**config.mk**
```make
export PLATFORM = sky130hd
export DESIGN_NAME = load_store_unit
export DESIGN_NICKNAME = d
export VERILOG_FILES = /design/src/rtl/lsu_pkg.sv /design/src/rtl/lsu_align.sv /design/src/rtl/load_store_unit.sv
export SDC_FILE = /design/constraint.sdc
export NUM_CORES = 1
export LEC_CHECK = 0
export BUFFER_PORTS_ARGS = -buffer_cell sky130_fd_sc_hd__buf_4
export CORE_MARGIN = 2
export CORE_UTILIZATION = 55
export CTS_CLUSTER_SIZE = 12
export DETAILED_ROUTE_END_ITERATION = 12
export PLACE_DENSITY = 0.84
export SLEW_MARGIN = 20
export SYNTH_ARGS = -nofsm -noshare
export SYNTH_HDL_FRONTEND = slang
export SYNTH_SLANG_ARGS = --single-unit
```
**constraint.sdc**
```tcl
create_clock -name clk -period 6.2 [get_ports clk]
set_input_delay 0.62 -clock clk [delete_from_list [all_inputs] [get_ports clk]]
set_output_delay 0.62 -clock clk [all_outputs]
set_load 0.02 [all_outputs]
```
**src/rtl/lsu_pkg.sv**
```systemverilog
// Shared encodings for the load/store unit: access sizes, FSM states and the
// default data-memory byte-address width.
package lsu_pkg;

  localparam int unsigned MEM_ADDR_BITS = 12;

  localparam logic [1:0] SZ_B = 2'b00;
  localparam logic [1:0] SZ_H = 2'b01;
  localparam logic [1:0] SZ_W = 2'b10;

  typedef enum logic [2:0] {
    IDLE,
    LOAD,
    STORE,
    RMW_RD,
    RMW_WR,
    DONE
  } lsu_state_e;

endpackage

```
**src/rtl/lsu_align.sv**
```systemverilog
// Little-endian lane handling: extracts and extends the addressed lane of a
// loaded word, and merges store data into the old word for sub-word stores.
module lsu_align
  import lsu_pkg::*;
(
  input  logic [1:0]  size_i,
  input  logic        uns_i,
  input  logic [1:0]  lane_i,
  input  logic [31:0] rdata_i,
  input  logic [31:0] wdata_i,
  output logic [31:0] load_o,
  output logic [31:0] merge_o
);

  logic [7:0]  byte_sel;
  logic [15:0] half_sel;

  always_comb begin
    byte_sel = rdata_i[{lane_i, 3'b000} +: 8];
    half_sel = rdata_i[{lane_i[1], 4'b0000} +: 16];

    load_o  = rdata_i;
    merge_o = wdata_i;
    case (size_i)
      SZ_B: begin
        load_o = uns_i ? {24'h000000, byte_sel} : {{24{byte_sel[7]}}, byte_sel};
        merge_o = rdata_i;
        merge_o[{lane_i, 3'b000} +: 8] = wdata_i[7:0];
      end
      SZ_H: begin
        load_o = uns_i ? {16'h0000, half_sel} : {{16{half_sel[15]}}, half_sel};
        merge_o = rdata_i;
        merge_o[{lane_i[1], 4'b0000} +: 16] = wdata_i[15:0];
      end
      default: begin
        load_o  = rdata_i;
        merge_o = wdata_i;
      end
    endcase
  end

endmodule

```
**src/rtl/load_store_unit.sv**
```systemverilog
// Single-request load/store unit in front of a word-wide data memory; sub-word
// stores are done as read-modify-write, illegal requests complete with an error.
module load_store_unit #(
  parameter int unsigned MEM_ADDR_BITS = lsu_pkg::MEM_ADDR_BITS
) (
  input  logic        clk,
  input  logic        rst_n,
  input  logic        req_valid,
  output logic        req_ready,
  input  logic        req_we,
  input  logic [1:0]  req_size,
  input  logic        req_unsigned,
  input  logic [31:0] req_addr,
  input  logic [31:0] req_wdata,
  output logic        resp_valid,
  output logic [31:0] resp_rdata,
  output logic        resp_err,
  output logic        MemRead,
  output logic        MemWrite,
  output logic [31:0] addr,
  output logic [31:0] mem_write_word,
  input  logic [31:0] mem_read_word
);
  import lsu_pkg::*;

  lsu_state_e  state_q, state_d;
  logic        we_q, uns_q, err_q;
  logic [1:0]  size_q;
  logic [31:0] addr_q, wdata_q, data_q;
  logic        accept, req_bad, mem_state;
  logic [31:0] load_ext, store_merged;

  assign accept = req_valid && (state_q == IDLE);

  always_comb begin
    req_bad = 1'b0;
    if (req_size == 2'b11)                          req_bad = 1'b1;
    if (req_size == SZ_H && req_addr[0])            req_bad = 1'b1;
    if (req_size == SZ_W && req_addr[1:0] != 2'b00) req_bad = 1'b1;
    if ((req_addr >> MEM_ADDR_BITS) != '0)          req_bad = 1'b1;
  end

  always_comb begin
    state_d = state_q;
    unique case (state_q)
      IDLE: begin
        if (accept) begin
          if (req_bad)              state_d = DONE;
          else if (!req_we)         state_d = LOAD;
          else if (req_size == SZ_W) state_d = STORE;
          else                      state_d = RMW_RD;
        end
      end
      LOAD, STORE, RMW_WR: state_d = DONE;
      RMW_RD:              state_d = RMW_WR;
      DONE:                state_d = IDLE;
      default:             state_d = IDLE;
    endcase
  end

  always_ff @(posedge clk or negedge rst_n) begin
    if (!rst_n) begin
      state_q <= IDLE;
      we_q    <= 1'b0;
      uns_q   <= 1'b0;
      err_q   <= 1'b0;
      size_q  <= '0;
      addr_q  <= '0;
      wdata_q <= '0;
      data_q  <= '0;
    end else begin
      state_q <= state_d;
      if (accept) begin
        we_q    <= req_we;
        uns_q   <= req_unsigned;
        size_q  <= req_size;
        addr_q  <= req_addr;
        wdata_q <= req_wdata;
        err_q   <= req_bad;
      end
      if (state_q == LOAD || state_q == RMW_RD) data_q <= mem_read_word;
    end
  end

  lsu_align u_align (
    .size_i  (size_q),
    .uns_i   (uns_q),
    .lane_i  (addr_q[1:0]),
    .rdata_i (data_q),
    .wdata_i (wdata_q),
    .load_o  (load_ext),
    .merge_o (store_merged)
  );

  // All outputs are Moore decodes of state_q, so async reset zeroes them at once.
  assign mem_state      = (state_q == LOAD) || (state_q == STORE) ||
                          (state_q == RMW_RD) || (state_q == RMW_WR);
  assign req_ready      = (state_q == IDLE);
  assign resp_valid     = (state_q == DONE);
  assign resp_err       = (state_q == DONE) && err_q;
  assign resp_rdata     = ((state_q == DONE) && !we_q && !err_q) ? load_ext : '0;
  assign MemRead        = (state_q == LOAD) || (state_q == RMW_RD);
  assign MemWrite       = (state_q == STORE) || (state_q == RMW_WR);
  assign addr           = mem_state ? {addr_q[31:2], 2'b00} : '0;
  assign mem_write_word = (state_q == STORE)  ? wdata_q :
                          (state_q == RMW_WR) ? store_merged : '0;

endmodule

```
==> flow_metrics.env, run 1 <==
export IMPL_dp_slack_ns=2.33
export IMPL_fmax_ghz=0.230
export IMPL_htree_levels=3
export IMPL_grt_pass1_vias=6208
export IMPL_min_period_ns=4.35
export IMPL_critPathKind="reg2out"
export IMPL_required_ns=5.58
export IMPL_dpl_cell_area_mm2=0.00763
export IMPL_grt_pass1_wl_um=31800
export IMPL_rsz0062_at_grt="false"
export IMPL_postCtsSetupRepairBufs=0
export IMPL_peakVddDrop_mv=0.290
export IMPL_clk_path_buf_depth=2
export IMPL_drive_gt1_share_pct=28.9
export IMPL_dieArea_mm2=0.0121
export IMPL_grt_ovfl_total=0
export IMPL_layout_worst_path_cycle_share_pct=70.2
export IMPL_seq_area_frac_synth_pct=42.2
export IMPL_antenna_diode_count=0
export IMPL_antenna_found_initial=0
export IMPL_syn_area_mm2=0.00616
export IMPL_setup_viol=0
export IMPL_hold_path_class="in2async"
export IMPL_synthFlopType="dfrtp_1"
export IMPL_synth_avg_cell_area_um2=8.36
export IMPL_drt_iter0_markers=517
export IMPL_area_growth_pct=26.9
export IMPL_postCtsHoldBufs=0
export IMPL_start_util_pct=56.6
export IMPL_cts_buffers=9
export IMPL_startpoint="addr_q[1]"
export IMPL_maxCapViolCount=0
export IMPL_reg2reg_slack_ns=3.49
export IMPL_clk_pin_slew_ns=0.11
export IMPL_netlist_cell_type_count=55
export IMPL_row_count=38
export IMPL_drcViolationCount=0
export IMPL_grt_max_degree=66
export IMPL_ant_nets=0
export IMPL_die_w_um=110
export IMPL_synthArstFlopShare_pct=100
export IMPL_io_buffers=201
export IMPL_die_height_um=110
export IMPL_hpwlAfterDp_um=15000
export IMPL_clk_latency_ns=0.39
export IMPL_rr_worst_depth=4
export IMPL_root_buffer="clkbuf_8"
export IMPL_r2r_start="state_q[2]"
export IMPL_final_cell_area_mm2=0.00782
export IMPL_core_area_mm2=0.0109
export IMPL_slew_headroom_pct=28.9
export IMPL_clkSinkCount=104
export IMPL_cts_resized=0
export IMPL_finalWeightedCongestion=0.957
export IMPL_worstSetupEndpointType="output pin"
export IMPL_cts_tree="yes"
export IMPL_slew_violations=0
export IMPL_finalClockSkew_ns=0.00681
export IMPL_drt_first_pass_iters=5
export IMPL_grt_use_total_pct=34.6
export IMPL_synthesis_instances=737
export IMPL_status="completed"
export IMPL_nets=1006
export IMPL_synth_edf_count=0
export IMPL_power_density_mw_per_mm2=548
export IMPL_yosys_warnings=0
export IMPL_drt_wl_total_um=20400
export IMPL_drt_vias_per_instance=6.00
export IMPL_reg2reg_to="uns_q"
export IMPL_worstPathMaxFanout=41
export IMPL_wl_per_cell_um=19.6
export IMPL_start_kind="flip-flop"
export IMPL_fin_tns_setup_ns=0
export IMPL_synth_seq_cells=104
export IMPL_worstPathArrival_ns=3.73
export IMPL_vias=6254
export IMPL_final_util_pct=71.8
export IMPL_cellLeakagePower_nw=3.86
export IMPL_pin_count=204
export IMPL_finalWorstSetupSlack_ns=1.85
export IMPL_worst_slew_pin_slew_ns=1.06
export IMPL_final_hold_viol_count=0
synthesized netlist by cell type, types with 11 or more instances:
cell type	count	area share, %
nand2_1	243	15
dfrtp_1	104	42
o21ai_0	40	3.2
and2_1	32	3.2
clkbuf_1	30	1.8
inv_1	30	1.8
o221ai_1	24	3.4
mux2_2	20	3.7
a2bb2oi_1	16	2.3
mux2i_1	16	2.6
a22oi_1	15	1.8
a21oi_1	14	1.1
a221oi_1	13	1.8
nor3_1	12	0.97
buf_4	11	1.3
nor2_1	11	0.67
kinds of logic after synthesis:
family                     Yosys count  share of synthesized area [%]
and+or+nand+nor                    326                           23.0
muxes                               37                           6.62
other                                1                         0.0609
adders and majority gates            5                           1.02
AOI/OAI and AO/OA                  175                           20.6
DFF                                104                           42.2
buffers and inverters               89                           6.42
layout make-up:
class                   count  area, um^2
fillers                   882        3070
clock buffers              11         141
clock inverters             5        41.3
flip-flops and latches    104        2600
repair buffers            208        1560
multi-input cells         545        3180
inverters                  30         113
well taps                 140         175
where the power goes:
group | leakage, nW | internal [mW] | total, mW | switching [mW]
clock network | 0.0914 | 0.161 | 0.412 | 0.251
logic | 2.48 | 1.01 | 2.49 | 1.48
registers | 1.28 | 0.997 | 1.39 | 0.392
total | 3.86 | 2.16 | 4.29 | 2.12
how the worst max path moves through the flow:
stage | slack, ns | end | cells past startpoint
finish | 1.85 | mem_write_word[30] | 9
global placement | 2.21 | mem_write_word[16] | 7
floorplan | 3.13 | mem_write_word[30] | 9
CTS | 1.90 | mem_write_word[30] | 9
global route | 1.52 | mem_write_word[30] | 9
detailed placement | 2.33 | mem_write_word[30] | 9
layout by cell type (no fill, tap or decap), drive strengths merged, types with 13 or more instances in the layout:
cell type | synthesis | routed
inv | 30 | 31
o221ai | 24 | 24
buf | 29 | 208
a221oi | 13 | 13
nand2 | 243 | 243
mux2 | 20 | 20
a2bb2oi | 16 | 16
a22oi | 15 | 15
mux2i | 16 | 16
a21oi | 24 | 24
and2 | 32 | 32
dfrtp | 104 | 104
o21ai | 41 | 41
stage by stage:
step / hold slack (ns) / instances / power (mW)
global placement: 0.449 / 1027 / 3.76
CTS: 0.208 / 1043 / 4.25
global route: 0.219 / 1043 / 4.57
floorplan: 0.324 / 738 / 2.93
detailed placement: 0.455 / 1027 / 3.84
finish: 0.198 / 1043 / 4.29
worst max-delay path, cell delays in order (launching register included):
cell	delay [ns]
dfrtp_1	0.34
buf_4	0.41
inv_1	0.51
ha_1	0.53
nor4bb_1	0.29
buf_4	0.20
a221oi_1	0.09
a2111oi_0	0.69
a21o_1	0.15
buf_4	0.14
state kept, by name (all words and copies together), names as in the netlist:
| name | flops |
|---|---|
| data_q | 32 |
| uns_q | 1 |
| size_q | 2 |
| addr_q | 32 |
| err_q | 1 |
| we_q | 1 |
| state_q | 3 |
| wdata_q | 32 |
metal layers:
metal	vias to the layer above	routed length (um)	track usage, %
met2	354	9320	54.7
li1	2871	-	-
met5	-	0	0
met3	76	2090	10.6
met1	2953	7970	43.2
met4	0	1030	16.5
Power figures use the tool's default switching activity.
==> run 2, diff against run 1 <==
--- a/config.mk
+++ b/config.mk
@@ -7,10 +7,10 @@
 export LEC_CHECK = 0
 export BUFFER_PORTS_ARGS = -buffer_cell sky130_fd_sc_hd__buf_4
 export CORE_MARGIN = 2
-export CORE_UTILIZATION = 55
+export CORE_UTILIZATION = 51
 export CTS_CLUSTER_SIZE = 12
 export DETAILED_ROUTE_END_ITERATION = 12
-export PLACE_DENSITY = 0.84
+export PLACE_DENSITY = 0.79
 export SLEW_MARGIN = 20
 export SYNTH_ARGS = -nofsm -noshare
 export SYNTH_HDL_FRONTEND = slang
==> constraint.sdc (replaced) <==
create_clock -name clk -period 4.2 [get_ports clk]
set_input_delay 0.42 -clock clk [delete_from_list [all_inputs] [get_ports clk]]
set_output_delay 0.42 -clock clk [all_outputs]
set_load 0.02 [all_outputs]
==> run 2 against run 1 <==
Clock power is 97% higher. Largest power group unchanged. Critical path depth is 1 lower. Power is 53% higher. Combinational power is 48% higher. Sequential power is 48% higher. Clock-buffer cell count stayed put. Register-to-register slack worse by 1.9 ns. First-iteration DRC count is 21% higher. Core utilization is 5.2 points lower. Die area is 7.6% higher. Wire length is 0.81% lower.
==> flow_metrics.env, run 2 (synthesized netlist as in run 1, its figures left out) <==
export IMPL_status="completed"
export IMPL_grt_use_total_pct=31.6
export IMPL_nets=1009
export IMPL_worst_slew_pin_slew_ns=1.12
export IMPL_reg_top3="addr_q (32), data_q (32), wdata_q (32)"
export IMPL_required_ns=3.78
export IMPL_pin_count=204
export IMPL_vias=6300
export IMPL_reg2reg_slack_ns=1.61
export IMPL_worstPathMaxFanout=11
export IMPL_slew_violations=0
export IMPL_min_period_ns=3.59
export IMPL_worstPathArrival_ns=3.17
export IMPL_drt_iter0_markers=625
export IMPL_row_count=40
export IMPL_postCtsHoldBufs=0
export IMPL_area_growth_pct=28.8
export IMPL_combPwrFrac_pct=56.2
export IMPL_ant_nets=0
export IMPL_die_height_um=114
export IMPL_fin_tns_setup_ns=0
export IMPL_die_w_um=114
export IMPL_worstSetupEndpointType="output pin"
export IMPL_power_density_mw_per_mm2=825
export IMPL_cts_resized=0
export IMPL_grt_pass1_vias=6062
export IMPL_cellLeakagePower_nw=3.91
export IMPL_grt_pass1_wl_um=32000
export IMPL_peakVddDrop_mv=0.568
export IMPL_dieArea_mm2=0.0130
export IMPL_layout_common_cells="nand2_1 (242), buf_4 (211), dfrtp_1 (104)"
export IMPL_core_area_mm2=0.0119
export IMPL_hold_path_class="in2async"
export IMPL_wl_per_cell_um=19.2
export IMPL_critPathKind="reg2out"
export IMPL_instances_no_fill=1053
export IMPL_nFillCells=1015
export IMPL_clk_path_buf_depth=2
export IMPL_antenna_diode_count=0
export IMPL_drcViolationCount=0
export IMPL_start_kind="flip-flop"
export IMPL_htree_levels=3
export IMPL_fmax_ghz=0.278
export IMPL_drt_first_pass_iters=6
export IMPL_clkSinkCount=104
export IMPL_p_int_mw=3.39
export IMPL_finalWeightedCongestion=1.05
export IMPL_layout_worst_path_cycle_share_pct=85.5
export IMPL_hpwlAfterDp_um=14600
export IMPL_cts_tree="yes"
export IMPL_final_hold_viol_count=0
export IMPL_switching_power_mw=3.16
export IMPL_start_util_pct=51.7
export IMPL_switching_share_pct=48.2
export IMPL_seq_power_share_pct=31.4
export IMPL_clk_pin_slew_ns=0.07
export IMPL_root_buffer="clkbuf_16"
export IMPL_drt_wl_total_um=20200
export IMPL_clkPwrFrac_pct=12.4
export IMPL_dp_cells=1037
export IMPL_setup_viol=0
export IMPL_drt_vias_per_instance=5.98
export IMPL_slew_headroom_pct=25.6
export IMPL_rsz0062_at_grt="false"
export IMPL_clk_latency_ns=0.35
export IMPL_cts_buffers=9
export IMPL_postCtsSetupRepairBufs=0
export IMPL_drive_gt1_share_pct=28.9
export IMPL_antenna_found_initial=0
export IMPL_finalClockSkew_ns=0.00504
export IMPL_grt_ovfl_total=0
export IMPL_final_common_cell="nand2_1"
export IMPL_io_buffers=201
export IMPL_grt_max_degree=77
export IMPL_maxCapViolCount=0
==> run 2: cell types whose count changed in the layout (fill, tap and decap cells not counted) <==
cell        delta
inv_6          +2
clkinvlp_4     +1
clkbuf_8       -9
dfrtp_2        -1
nor3b_2        +1
dfrtp_1        +1
inv_8          -1
nor3b_4        -1
clkinv_4       -2
nor4bb_2       -1
clkbuf_16      +9
nor4bb_1       +1
buf_4          +3
==> run 2: cell type report <==
cell class / count / area (um^2) / area share (%)
Tap cell: 147 / 184 / 2.32
Multi-Input combinational cell: 545 / 3170 / 40.0
Clock inverter: 5 / 37.5 / 0.473
Inverter: 30 / 113 / 1.42
Sequential cell: 104 / 2600 / 32.8
Timing Repair Buffer: 211 / 1580 / 20.0
Clock buffer: 11 / 243 / 3.06
==> run 2: through the flow <==
step	instance area, um^2	hold WS, ns	power (mW)	setup WS [ns]	utilization [%]
after detailed placement	7650	0.457	5.66	1.11	64.3
after CTS	7930	0.241	6.49	0.704	66.6
final	7930	0.208	6.55	0.608	66.6
after global placement	7650	0.450	5.57	1.28	64.3
after global routing	7930	0.247	6.95	0.401	66.6
after floorplan	6160	0.124	4.32	1.33	-
==> run 2: worst max-delay path, cell delays in order, from the launching register on <==
cell and delay [ns]:
dfrtp_1 0.55, inv_1 0.19, ha_1 0.42, nor4bb_1 0.33, buf_4 0.21, a221oi_1 0.07
a2111oi_0 0.75, a21o_1 0.15, buf_4 0.14
==> run 2: metal layers <==
layer | vias to the layer above | share of wire, % | track usage (%)
met4 | 0 | 3.2 | 11.7
met2 | 389 | 45 | 49.5
met5 | - | 0 | 0
li1 | 2886 | - | -
met1 | 2961 | 40 | 41.8
met3 | 64 | 11 | 9.19
==> run 2: power by group through the flow <==
stage | Sequential [mW] | Combinational (mW) | Clock [mW]
after floorplan | 1.76 | 2.57 | 0
after global placement | 2.02 | 3.55 | 0
after detailed placement | 2.03 | 3.62 | 0
after CTS | 2.03 | 3.63 | 0.827
after global routing | 2.10 | 3.97 | 0.871
final | 2.06 | 3.68 | 0.813
==> run 2: worst paths after layout <==
path,depth (start not counted),from,to
worst max-delay path,8,addr_q[0],mem_write_word[30]
worst min-delay path,1,rst_n,wdata_q[6]
worst max register to register,5,state_q[2],wdata_q[20]
worst min register to register,2,addr_q[19],addr_q[19]
max in group asynchronous,2,rst_n,data_q[5]
min in group clk,3,req_addr[8],addr_q[8]
